$ cat src/rtl/operand_fwd_stage.sv
// Registered operand-select stage: picks Bus_A/Bus_B sources, forwards the youngest
// in-flight result, stalls on load-use and hands operands over a valid/ready register.
module operand_fwd_stage #(
    parameter int DATA_W  = 32,
    parameter int PC_W    = 16,
    parameter int IM_W    = 15,
    parameter int AW      = 5,
    parameter int NUM_FWD = 2,
    parameter int CNT_W   = 16
) (
    input  logic                      clk,
    input  logic                      reset_n,
    input  logic                      in_valid,
    output logic                      in_ready,
    input  logic [AW-1:0]             sa,
    input  logic [AW-1:0]             sb,
    input  logic [DATA_W-1:0]         A_Data,
    input  logic [DATA_W-1:0]         B_Data,
    input  logic [PC_W-1:0]           PC_1,
    input  logic [IM_W-1:0]           IM,
    input  logic                      CS,
    input  logic                      MA,
    input  logic                      MB,
    input  logic [NUM_FWD-1:0]        fwd_valid,
    input  logic [NUM_FWD*AW-1:0]     fwd_addr,
    input  logic [NUM_FWD*DATA_W-1:0] fwd_data,
    input  logic [NUM_FWD-1:0]        fwd_ready,
    output logic                      out_valid,
    input  logic                      out_ready,
    output logic [DATA_W-1:0]         Bus_A,
    output logic [DATA_W-1:0]         Bus_B,
    output logic [CNT_W-1:0]          stall_cnt
);

    logic              a_hit, b_hit;
    logic              a_fwd_rdy, b_fwd_rdy;
    logic [DATA_W-1:0] a_fwd_data, b_fwd_data;
    logic [DATA_W-1:0] pc_ext, im_ext;
    logic [DATA_W-1:0] a_sel, b_sel;
    logic              hazard, capture;

    always_comb begin
        // NOTE: every combinational output gets a default first so no path infers a latch.
        a_hit      = 1'b0;
        a_fwd_rdy  = 1'b1;
        a_fwd_data = '0;
        b_hit      = 1'b0;
        b_fwd_rdy  = 1'b1;
        b_fwd_data = '0;
        // Scan oldest to youngest so the lowest matching index is written last and wins.
        for (int i = NUM_FWD - 1; i >= 0; i--) begin
            if (fwd_valid[i] && fwd_addr[i*AW +: AW] == sa && sa != '0) begin
                a_hit      = 1'b1;
                a_fwd_rdy  = fwd_ready[i];
                a_fwd_data = fwd_data[i*DATA_W +: DATA_W];
            end
            if (fwd_valid[i] && fwd_addr[i*AW +: AW] == sb && sb != '0) begin
                b_hit      = 1'b1;
                b_fwd_rdy  = fwd_ready[i];
                b_fwd_data = fwd_data[i*DATA_W +: DATA_W];
            end
        end
    end

    always_comb begin
        pc_ext             = '0;
        pc_ext[PC_W-1:0]   = PC_1;
        im_ext             = {DATA_W{CS & IM[IM_W-1]}};
        im_ext[IM_W-1:0]   = IM;
    end

    assign a_sel = MA ? pc_ext : (a_hit ? a_fwd_data : A_Data);
    assign b_sel = MB ? im_ext : (b_hit ? b_fwd_data : B_Data);

    // A bus fed by PC_1 or the immediate does not depend on the pending load.
    assign hazard   = in_valid & ((~MA & a_hit & ~a_fwd_rdy) | (~MB & b_hit & ~b_fwd_rdy));
    assign in_ready = reset_n & ~hazard & (~out_valid | out_ready);
    assign capture  = in_valid & in_ready;

    always_ff @(posedge clk) begin
        // NOTE: sequential state uses non-blocking assignments so all registers update together.
        if (!reset_n) begin
            out_valid <= 1'b0;
            Bus_A     <= '0;
            Bus_B     <= '0;
            stall_cnt <= '0;
        end else begin
            if (capture) begin
                Bus_A     <= a_sel;
                Bus_B     <= b_sel;
                out_valid <= 1'b1;
            end else if (out_ready) begin
                out_valid <= 1'b0;
            end
            if (hazard && stall_cnt != '1) begin
                stall_cnt <= stall_cnt + CNT_W'(1);
            end
        end
    end

endmodule

$ cat config.mk
export PLATFORM = sky130hd
export DESIGN_NAME = operand_fwd_stage
export DESIGN_NICKNAME = d
export VERILOG_FILES = /design/src/rtl/operand_fwd_stage.sv
export SDC_FILE = /design/constraint.sdc
export NUM_CORES = 1
export LEC_CHECK = 0
export CORE_MARGIN = 2
export CORE_UTILIZATION = 30
export DETAILED_ROUTE_END_ITERATION = 8
export PLACE_DENSITY = 0.65
export SYNTH_ARGS = -nofsm -noshare
export SYNTH_HDL_FRONTEND = slang
export SYNTH_SLANG_ARGS = --single-unit
$ cat constraint.sdc
create_clock -name clk -period 3.2 [get_ports clk]
set_input_delay 0.64 -clock clk [delete_from_list [all_inputs] [get_ports clk]]
set_output_delay 0.64 -clock clk [all_outputs]
set_load 0.01 [all_outputs]
### Yosys cells after proc, flatten, opt, wreduce, memory -nomap -nowiden

Index checks and enable logic that the tools add are counted.

* input port bits: 190
* latch bits: 0
* flip-flop bits (word level): 81
* bits in read-only memories: 0
* memories kept: 0
* output and inout port bits: 82
* RAM bits: 0

* multiplexer cells: 18
* shifts and indexed selects: 0
* reduce and logical (&&, ||, !) cells: 12
* $lt $le $gt $ge: 0
* add/subtract/negate cells: 1
* divide/modulo/power cells: 0
* multiply operators: 0
* equal/unequal tests: 5
* bitwise operators: 17

Operator list (count)
* two-way mux 32 bit: 8
* == test 5 bit: 4
* adder 16 x 1 -> 16 bit (second input constant): 1
* inequality test 16 bit (second input constant): 1
* two-way mux 1 bit: 10
* nonzero test 5 bit: 2
* AND 1 bit: 9
* logical AND 1 bit: 9
* inverter 1 bit: 6
* bitwise OR 1 bit: 2
* nonzero test 2 bit: 1

### Logic depth before layout (Yosys ltp)

Gate-level depths: netlist (run 1).

* depth after elaboration: 14
* gate-level depth with buffers: 10

### Worst setup path after synthesis (run 1)

OpenSTA, ideal clock, no wires.

* kind: input to output
* from: input port sa[1]
* to: output port in_ready
* setup slack: -0.034 ns
* cell stages on the path: 9
* arrival: 2.594 ns
* buffers on the path: 3
* cell sequence: or4_1 o211ai_1 or2_1 buf_4 mux2i_2 a32oi_2 buf_2 buf_2 and3_1

* word-level cells in the longest chain between the ends: 12
* elaborated cells between the ends (all ways): 19
* classes of those cells: eq/ne: 2; mux: 4; bitwise: 8; reduce/logical: 5

Ends and longest elaborated chain
* from (decl): RTL line 15 `input logic [AW-1:0] sa,`
* == test 5 bit: RTL line 52 `if (fwd_valid[i] && fwd_addr[i*AW +: AW] == sa && sa != '0) begin`
* logical AND 1 bit (2 in a row): RTL line 52
* two-way mux 1 bit (2 in a row): RTL line 52
* AND 1 bit / inverter 1 bit (equally long branches): RTL line 76 `assign hazard = in_valid & ((~MA & a_hit & ~a_fwd_rdy) | (~MB & b_hit & ~b_fwd_rdy));`
* AND 1 bit (*): RTL line 76
* bitwise OR 1 bit (*): RTL line 76
* AND 1 bit (*): RTL line 76
* inverter 1 bit (*): RTL line 77 `assign in_ready = reset_n & ~hazard & (~out_valid | out_ready);`
* AND 1 bit (*) (2 in a row): RTL line 77
* to (decl): RTL line 14 `output logic in_ready,`

Mark *: on every way between the ends. The rest lies on a longest branch, timed or not.

### Worst setup path after layout (run 1)

* from: input port sb[0]
* to: output port in_ready

* word-level cells in the longest chain between the ends: 12
* elaborated cells between the ends (all ways): 19
* classes of those cells: eq/ne: 2; mux: 4; bitwise: 8; reduce/logical: 5

Ends and longest elaborated chain
* from (decl): RTL line 16 `input logic [AW-1:0] sb,`
* == test 5 bit: RTL line 57 `if (fwd_valid[i] && fwd_addr[i*AW +: AW] == sb && sb != '0) begin`
* logical AND 1 bit (2 in a row): RTL line 57
* two-way mux 1 bit (2 in a row): RTL line 57
* AND 1 bit / inverter 1 bit (equally long branches): RTL line 76
* AND 1 bit (*): RTL line 76
* bitwise OR 1 bit (*): RTL line 76
* AND 1 bit (*): RTL line 76
* inverter 1 bit (*): RTL line 77
* AND 1 bit (*) (2 in a row): RTL line 77

Marked as above.

==> results.md, run 1 <==
- Setup-failing EPs final: 0
- Fillers: 1680
- Initial DRC Count: roughly 460
- Yosys warnings: 0
- Cell Count, Final, Fillers Out: 1209
- Clock tree buffer depth: 2
- Initial Utilization: 30.7%
- Ys flop type: dfxtp_1
- Multi-input gate area: 3220 um^2
- Pin count of the biggest net entering global routing: 65
- Setup tns final: 0 ps
- Final hold violation count: 0
- Vias in the first global route: 6169
- Post-synth cell types: 46
- Layout net count: 1175
- Layout Skew: 8.28 ps
- Final hold slack: 447 ps
- First-pass GRT wire length: between 30 and 40 mm
- Sink Count: between 80 and 90
- Hold Crit Class: reg -> reg
- Area after DPL: a little over 8000 um^2
- Post-route setup slack: 92.4 ps
- Critical Path Start: sb[0]
- Power per cell area: 334 nW/um^2
- Share of cells above drive strength 1: 9.72%
- Final wirelength: 21.9 mm
- Total Power: roughly 2.9 mW
- CP required: 2560 ps
- Slew @ Worst Pin: 662 ps
- Slew Limit Fails: 0
- F_max: 322 MHz
- FF+latch count, synth: 81
- Endpoint class of the critical path: output port
- Most common cell in the synthesized netlist: nand2_1
- DR DRC count: 0
- CTS buffer count: 9
- Origin of the worst min-delay path: Bus_B[25]
- Placed Cells incl. Taps: 1193
- HPWL Detailed: 16.7 mm
- Initial antenna violation count: 1
- Layout area overhead: 68.1%
- Post-CTS Setup Bufs: 0
- Worst Setup Start Kind: input port
- Crit path max fanout: 3
- Post-synth EDFFs: 0
- Congestion Overflow GR: 0
- Max VDD drop: roughly 0.27 mV
- Gr usage total: 24.2%
- Syn_nets: 905
- Async SR Flop Fraction: 0%
- Share of the yosys chip area belonging to registers: 31.9%
- FF/Latch Area: roughly 1600 um^2
- Core area: approximately 17000 um^2
- RSZ-0062 raised after global routing: false
- Die height: 134 um
- Leakage: 3.25 nW
- Critical Path AT: 2470 ps
- Syn Std Cell Area: 5090 um^2
- Top cells by count, synth: nand2_1, dfxtp_1, nor2_1
- Skew-Pair Late Insertion Delay: about 340 ps
- RR Startpoint: stall_cnt[6]
- Max cap viols: 0
- Boundary pin count: about 270
- CP Class: in -> out
- Vias post-DR: between 6000 and 7000
- Area of the die: 18000 um^2
- Synth area leaders: dfxtp_1, nand2_1, o21ai_0
- DRT Pass-1 Iters: 5
- Port Buffers: approximately 270
- Root buffer cell: clkbuf_16
- Die width: around 130 um
- Rel. slew slack: 55.8%
- Final core utilization: 51.6%
- Final RePlAce weighted congestion: 0.900
- Cells after Synth: around 700
- Clock slew at reported path FFs: about 70 ps
- Htree depth: 3
- Design area: 8550 um^2
- CTS tree: built
- Final min period: 3110 ps
- Post-route ant nets: 0
- Routed len/inst: 18.1 um
- Tcrit/Tclk final: 97.1%
- Outcome: complete, no violations
- Setup WS pre-CTS: -665 ps
- Post-Syn Area per Cell: 7.13 um^2
- Via density: 5.17
- Area leader, netlist: dfxtp_1
- Share of the synthesized area in the top cell type: 31.9%
- Site Rows: 47
## cells by family (layout without fill, tap and decap cells)
| kind of cell | Yosys count | in the layout | synth area share [%] |
|---|---|---|---|
| AND/OR/NAND/NOR | 312 | 312 | 26.2 |
| AO/OA/AOI/OAI | 225 | 225 | 31.3 |
| flip-flops | 81 | 81 | 31.9 |
| buffers and inverters | 71 | 345 | 5.85 |
| XOR/XNOR | 20 | 20 | 3.44 |
| multiplexers | 4 | 4 | 1.11 |
| adder cells (fa/ha/maj) | 1 | 1 | 0.246 |
| other | 0 | 1 | 0 |
## power breakdown
| part | switching, mW | leakage (nW) | internal, mW |
|---|---|---|---|
| registers | 0.0275 | 0.662 | 1.06 |
| clock network | 0.426 | 0.139 | 0.601 |
| logic | 0.311 | 2.45 | 0.431 |
| total | 0.765 | 3.25 | 2.09 |
## cell usage in the layout, fill, tap and decap left out, types with 8 or more instances in the layout
| cell type | instances |
|---|---|
| xnor2_1 | 12 |
| clkdlybuf4s50_1 | 253 |
| a211o_1 | 14 |
| clkbuf_16 | 9 |
| a311oi_1 | 19 |
| o31ai_1 | 11 |
| o21ai_0 | 45 |
| and3_1 | 9 |
| a311o_1 | 15 |
| nand3_1 | 28 |
| buf_4 | 50 |
| dfxtp_1 | 81 |
| xor2_1 | 8 |
| a21oi_1 | 30 |
| or4_1 | 11 |
| nor2_1 | 52 |
| a31oi_1 | 29 |
| nand2_1 | 187 |
| o2111ai_1 | 16 |
| o21a_1 | 29 |
## worst max-delay path, stage by stage
cell,delay [ps]
dlygate4sd2_1,280
xor2_1,170
or4_4,550
mux2i_4,230
a32oi_2,290
and3_1,190
buf_2,120
## worst paths after layout
kind	to	slack [ps]	cells past startpoint
worst min-delay path	Bus_B[25]	450	2
worst max-delay path	in_ready	90	7
worst max register to register	stall_cnt[15]	1310	7
worst min register to register	Bus_B[25]	450	2
## area by class of cell
class / count / share of cell area [%]
diodes: 1 / 0.0293
clock buffers: 10 / 2.68
clock inverters: 5 / 0.658
inverters: 4 / 0.176
multi-input cells: 562 / 37.7
flip-flops and latches: 81 / 19.0
well taps: 220 / 3.22
repair buffers: 326 / 36.6
## per-layer routing
metal | part of all wire, % | GRT usage, % | vias up | routed length, um
met5 | 0 | 0 | - | 0
met1 | 44 | 31.6 | 2880 | 9670
met4 | 2.0 | 6.78 | 0 | 429
met3 | 7.1 | 5.59 | 30 | 1560
li1 | - | - | 3112 | -
met2 | 47 | 39.8 | 226 | 10300
## what timing repair did
action,4_1_cts,5_1_grt
pin swaps,7,11
setup endpoints to repair,1,2
hold buffers,0,0
resized for setup,23,19
## registers in the layout, summed over array words and instances, names as in the netlist
name / count
Bus_A: 32
Bus_B: 32
out_valid: 1
stall_cnt: 16
No activity file was read; power rests on OpenSTA's default activity.
==> run 2, diff against run 1 <==
SLEW_MARGIN = 10   (was unset)
==> results of run 2 <==
Same layout as run 1: the final DEF is identical, and so are final timing and power.
==> run 3, diff against run 2 <==
SKIP_LAST_GASP = 1   (was unset)
==> results of run 3 <==
Same layout as run 1: the final DEF is identical, and so are final timing and power.
